<file path="src/rtl/msrv32_lsu.sv">
// Load/store unit: one byte/half/word access per request over a req/ack data bus,
// with store lane steering, load extraction/extension, alignment checks and a wait-state timeout.
module msrv32_lsu #(
  parameter int unsigned TIMEOUT_CYCLES = 255
) (
  input  logic        ms_riscv32_mp_clk_in,
  input  logic        ms_riscv32_mp_rst_n_in,
  input  logic        start_in,
  input  logic        is_store_in,
  input  logic [2:0]  funct3_in,
  input  logic [31:0] addr_in,
  input  logic [31:0] store_data_in,
  output logic        busy_out,
  output logic        done_out,
  output logic [31:0] load_data_out,
  output logic        misaligned_out,
  output logic        err_out,
  output logic        dmem_req_out,
  output logic        dmem_we_out,
  output logic [31:0] dmem_addr_out,
  output logic [31:0] dmem_wdata_out,
  output logic [3:0]  dmem_wstrb_out,
  input  logic        dmem_ack_in,
  input  logic [31:0] dmem_rdata_in,
  input  logic        dmem_err_in
);
  typedef enum logic [1:0] {IDLE, BUS, DONE} state_t;

  typedef struct packed {
    logic       is_store;
    logic [2:0] funct3;
    logic [1:0] off;
  } acc_t;

  localparam logic       TO_EN   = (TIMEOUT_CYCLES != 0);
  localparam logic [7:0] TO_LAST = 8'(TIMEOUT_CYCLES - 1);

  state_t      state;
  acc_t        acc;
  logic [7:0]  wait_cnt;
  logic        illegal, misaligned, timeout_hit;
  logic [3:0]  wstrb;
  logic [31:0] wdata, shifted, ld_ext;

  always_comb begin
    if (is_store_in) illegal = funct3_in[2] || (funct3_in[1:0] == 2'b11);
    else             illegal = (funct3_in == 3'b011) || (funct3_in[2:1] == 2'b11);
    misaligned = !illegal &&
                 (((funct3_in[1:0] == 2'b01) && addr_in[0]) ||
                  ((funct3_in[1:0] == 2'b10) && (addr_in[1:0] != 2'b00)));
  end

  // Data is replicated across lanes so the bus can pick it up at any offset.
  always_comb begin
    wstrb = 4'b1111;
    wdata = store_data_in;
    case (funct3_in[1:0])
      2'b00: begin
        wstrb = 4'b0001 << addr_in[1:0];
        wdata = {4{store_data_in[7:0]}};
      end
      2'b01: begin
        wstrb = 4'b0011 << addr_in[1:0];
        wdata = {2{store_data_in[15:0]}};
      end
      default: ;
    endcase
    if (!is_store_in) wstrb = 4'b0000;
  end

  assign shifted = dmem_rdata_in >> {acc.off, 3'b000};

  always_comb begin
    case (acc.funct3)
      3'b000:  ld_ext = {{24{shifted[7]}}, shifted[7:0]};
      3'b001:  ld_ext = {{16{shifted[15]}}, shifted[15:0]};
      3'b100:  ld_ext = {24'd0, shifted[7:0]};
      3'b101:  ld_ext = {16'd0, shifted[15:0]};
      default: ld_ext = shifted;
    endcase
  end

  assign timeout_hit = TO_EN && (wait_cnt == TO_LAST);

  always_ff @(posedge ms_riscv32_mp_clk_in or negedge ms_riscv32_mp_rst_n_in) begin
    if (!ms_riscv32_mp_rst_n_in) begin
      state          <= IDLE;
      acc            <= '0;
      wait_cnt       <= '0;
      busy_out       <= 1'b0;
      done_out       <= 1'b0;
      misaligned_out <= 1'b0;
      err_out        <= 1'b0;
      load_data_out  <= '0;
      dmem_req_out   <= 1'b0;
      dmem_we_out    <= 1'b0;
      dmem_addr_out  <= '0;
      dmem_wdata_out <= '0;
      dmem_wstrb_out <= '0;
    end else begin
      done_out       <= 1'b0;
      err_out        <= 1'b0;
      misaligned_out <= 1'b0;
      case (state)
        IDLE: if (start_in) begin
          acc      <= '{is_store: is_store_in, funct3: funct3_in, off: addr_in[1:0]};
          busy_out <= 1'b1;
          if (illegal || misaligned) begin
            state          <= DONE;
            done_out       <= 1'b1;
            err_out        <= illegal;
            misaligned_out <= misaligned;
          end else begin
            state          <= BUS;
            wait_cnt       <= '0;
            dmem_req_out   <= 1'b1;
            dmem_we_out    <= is_store_in;
            dmem_addr_out  <= {addr_in[31:2], 2'b00};
            dmem_wdata_out <= wdata;
            dmem_wstrb_out <= wstrb;
          end
        end
        // An ack in the timeout cycle still completes normally.
        BUS: if (dmem_ack_in || timeout_hit) begin
          state          <= DONE;
          done_out       <= 1'b1;
          err_out        <= dmem_ack_in ? dmem_err_in : 1'b1;
          dmem_req_out   <= 1'b0;
          dmem_we_out    <= 1'b0;
          dmem_wstrb_out <= 4'b0000;
          if (dmem_ack_in && !acc.is_store && !dmem_err_in) load_data_out <= ld_ext;
        end else begin
          wait_cnt <= wait_cnt + 8'd1;
        end
        DONE: begin
          state    <= IDLE;
          busy_out <= 1'b0;
        end
        default: state <= IDLE;
      endcase
    end
  end
endmodule

</file>
<file path="config.mk">
export PLATFORM = sky130hd
export DESIGN_NAME = msrv32_lsu
export DESIGN_NICKNAME = d
export VERILOG_FILES = /design/src/rtl/msrv32_lsu.sv
export SDC_FILE = /design/constraint.sdc
export NUM_CORES = 1
export LEC_CHECK = 0
export CAP_MARGIN = 20
export CORE_AREA = 5 5 139 141
export CTS_BUF_LIST = sky130_fd_sc_hd__clkbuf_16
export CTS_CLUSTER_DIAMETER = 60
export CTS_CLUSTER_SIZE = 16
export DETAILED_ROUTE_END_ITERATION = 8
export DIE_AREA = 0 0 144 146
export PLACE_DENSITY_LB_ADDON = 0.25
export SKIP_CTS_REPAIR_TIMING = 1
export SLEW_MARGIN = 40
export SYNTH_ARGS = -nofsm -noshare
export SYNTH_HDL_FRONTEND = slang
export SYNTH_SLANG_ARGS = --single-unit
</file>
<file path="constraint.sdc">
create_clock -name ms_riscv32_mp_clk_in -period 3.4 [get_ports ms_riscv32_mp_clk_in]
set_clock_uncertainty 0.15 [all_clocks]
set_input_delay 0.85 -clock ms_riscv32_mp_clk_in [delete_from_list [all_inputs] [get_ports ms_riscv32_mp_clk_in]]
set_output_delay 0.85 -clock ms_riscv32_mp_clk_in [all_outputs]
set_load 0.02 [all_outputs]
</file>
==> summary.md <==
| Metric | Value |
|---|---|
| Power Dens Cells | 759 nW/um^2 |
| Synth top area share | about half |
| Global-route wire length before repair | approximately 29000 um |
| RePlAce Congestion | between 0.7 and 0.8 |
| Wirelength per Cell | around 17 um |
| Total chip power | about 6.6 mW |
| Maxcap violations | 0 |
| Initial antenna violation count | 0 |
| Relative slew margins | 51.0% |
| Synth async-reset ratio | 100% |
| Count leader, synth | nand2_1 |
| Part of the Yosys area used for sequential elements | about half |
| DP Wirelength | about 13000 um |
| Slew @ Worst Pin | 0.735 ns |
| Period utilisation layout | 77.5% |
| Final Worst Setup Slack | roughly 0.77 ns |
| Leakage | 3.85 nW |
| # fillers | around 1.7k |
| I/O Buffers | roughly 210 |
| Avg Cell Area, Syn | between 9 and 10 um^2 |
| Clk sinks | 120 |
| Area Growth Syn to Fin | 49.3% |
| Vias per cell | a little under 5 |
| Yosys reg bits | 120 |
| Initial core utilization | between 30% and 40% |
| Drt total wl | around 18000 um |
| Skew-Pair Late Insertion Delay | around 0.42 ns |
| Cell Count, Final, Fillers Out | around 1.1k |
| Ant. Diodes | 0 |
| H-Tree Level Count | 4 |
| Largest net degree at the start of global routing | 61 |
| Dpl ws | approximately 0.35 ns |
| ANT nets after route | 0 |
| 1st-pass router iterations | 4 |
| Status | finished, final reports clean |
| Die Area | 21000 um^2 |
| DRC errors left | 0 |
| Crit end category | flip-flop |
| Hold_ws | around 0.21 ns |
| Min Tclk post-route | between 2 and 3 ns |
| Final count of pins violating max slew | 0 |
| Area contributors post-synth | dfrtp_1 52%, nand2_1 11%, mux2i_1 7.8% |
| GRT Overall Usage | 17.4% |
| Count of final hold-check violations | 0 |
| Clk root buf | clkbuf_16 |
| IO Count | ~210 |
| Die width | 144 um |
| CP Launch Type | input pin |
| Initial detailed-routing violation count | around 300 |
| Routed via count | roughly 5.2k |
| Synth area leader | dfrtp_1 |
| Post-layout util | 48.6% |
| WP data arrival | 2.75 ns |
| Cell Area, Synth | roughly 5800 um^2 |
| Vias in the first global route | around 5.3k |
| Placed cell count | approximately 1.0k |
| Final setup fails | 0 |
| Post-synth EDFFs | 0 |
| Synth top cells by count | 178 x nand2_1, 120 x dfrtp_1, 45 x mux2i_1 |
| Final net count | 920 |
| Core Area | between 15000 and 20000 um^2 |
| CTS tree | done |
| Post-Layout Inst Area | slightly below 9000 um^2 |
| WP data required | between 3 and 4 ns |
| YS warnings | 0 |
| Clk slew on worst S/H paths | around 0.060 ns |
| Global route overflow | 0 |
| Setup TNS | 0 ns |
| Unrepaired setup endpoints after global routing | false |
| Syn Inst Count | approximately 610 |
| TritonCTS buffer count | 17 |
| Core Rows | 49 |
| Max frequency | between 0.3 and 0.4 GHz |
| Share of cells above drive strength 1 | between 8 and 9% |
| Worst-path maximum fanout | 60 |
| Yosys cell types | between 50 and 60 |
| Peak supply drop | approximately 0.34 mV |
| Critical path class | in -> reg |
| Prevailing post-synth register cell | dfrtp_1 |
| Type of the tightest min-delay check | in -> async |
| Post-DP Area | approximately 8100 um^2 |
| Clock buffer depth | 2 |
| Die Y | between 100 and 150 um |
cells by family (layout without fill, tap and decap cells):
| logic type | count (synthesis) | in the layout | share of synthesized area (%) |
|---|---|---|---|
| muxes | 60 | 60 | 10.9 |
| DFF | 120 | 120 | 51.7 |
| buffers and inverters | 48 | 260 | 3.94 |
| and+or+nand+nor | 266 | 266 | 19.4 |
| adders and majority gates | 2 | 2 | 0.431 |
| xor gates and xnor gates | 3 | 3 | 0.452 |
| other | 1 | 2 | 0.0645 |
| AOI/OAI and AO/OA | 113 | 113 | 13.2 |
state kept, by name (all words and copies together) (netlist names):
| signal | flops |
|---|---|
| acc | 6 |
| busy_out | 1 |
| dmem_addr_out | 30 |
| dmem_req_out | 1 |
| dmem_wdata_out | 32 |
| dmem_we_out | 1 |
| dmem_wstrb_out | 4 |
| done_out | 1 |
| err_out | 1 |
| load_data_out | 32 |
| misaligned_out | 1 |
| state | 2 |
| wait_cnt | 8 |
cells in the final DEF (no fill, tap or decap), drive strengths merged, types with 13 or more instances in the layout:
cell           Yosys  routed
nor2              36      36
clkdlybuf4s50      0     207
a21oi             28      28
mux2              14      14
o21ai             29      29
o211ai            13      13
nand2            178     178
mux2i             45      45
clkbuf            19      17
nand3             25      25
dfrtp            120     120
buf               25      17
layer usage:
metal | GRT usage [%] | vias up | part of all wire (%)
li1 | - | 2518 | -
met3 | 8.81 | 7 | 12
met2 | 24.5 | 184 | 43
met4 | 4.94 | 0 | 0.77
met5 | 0 | - | 0
met1 | 23.4 | 2445 | 45
path summary, 6_finish.rpt:
kind | startpoint | endpoint | slack (ns) | cells past startpoint
min in group ms_riscv32_mp_clk_in | dmem_addr_out[19] | dmem_addr_out[19] | 0.32 | 2
max in group asynchronous | ms_riscv32_mp_rst_n_in | dmem_we_out | 2.19 | 2
hold / removal | ms_riscv32_mp_rst_n_in | dmem_addr_out[26] | 0.21 | 1
setup reg to reg | acc[1] | load_data_out[19] | 1.10 | 4
setup / recovery | funct3_in[0] | dmem_wdata_out[31] | 0.77 | 6
hold reg to reg | dmem_addr_out[19] | dmem_addr_out[19] | 0.32 | 2
worst max-delay path: stages:
cell and delay [ns]:
clkdlybuf4s50_1 0.65, nor4_4 0.56, o21ai_4 0.14, buf_4 0.31, nand2_1 0.13, o21ai_0 0.09
cell type report:
type,instances,area [um^2],area share [%]
clock buffer,17,425,4.90
clock inverter,15,120,1.38
inverter,4,15.0,0.173
multi-input combinational,446,2600,30.0
sequential,120,3000,34.6
tap,229,287,3.30
timing repair buffer,224,2220,25.6
power breakdown:
group	total, mW	internal (mW)	switching, mW
Combinational	2.64	1.27	1.37
Sequential	2.28	1.93	0.354
Clock	1.66	0.945	0.715
(Power assumes the default switching activity.)
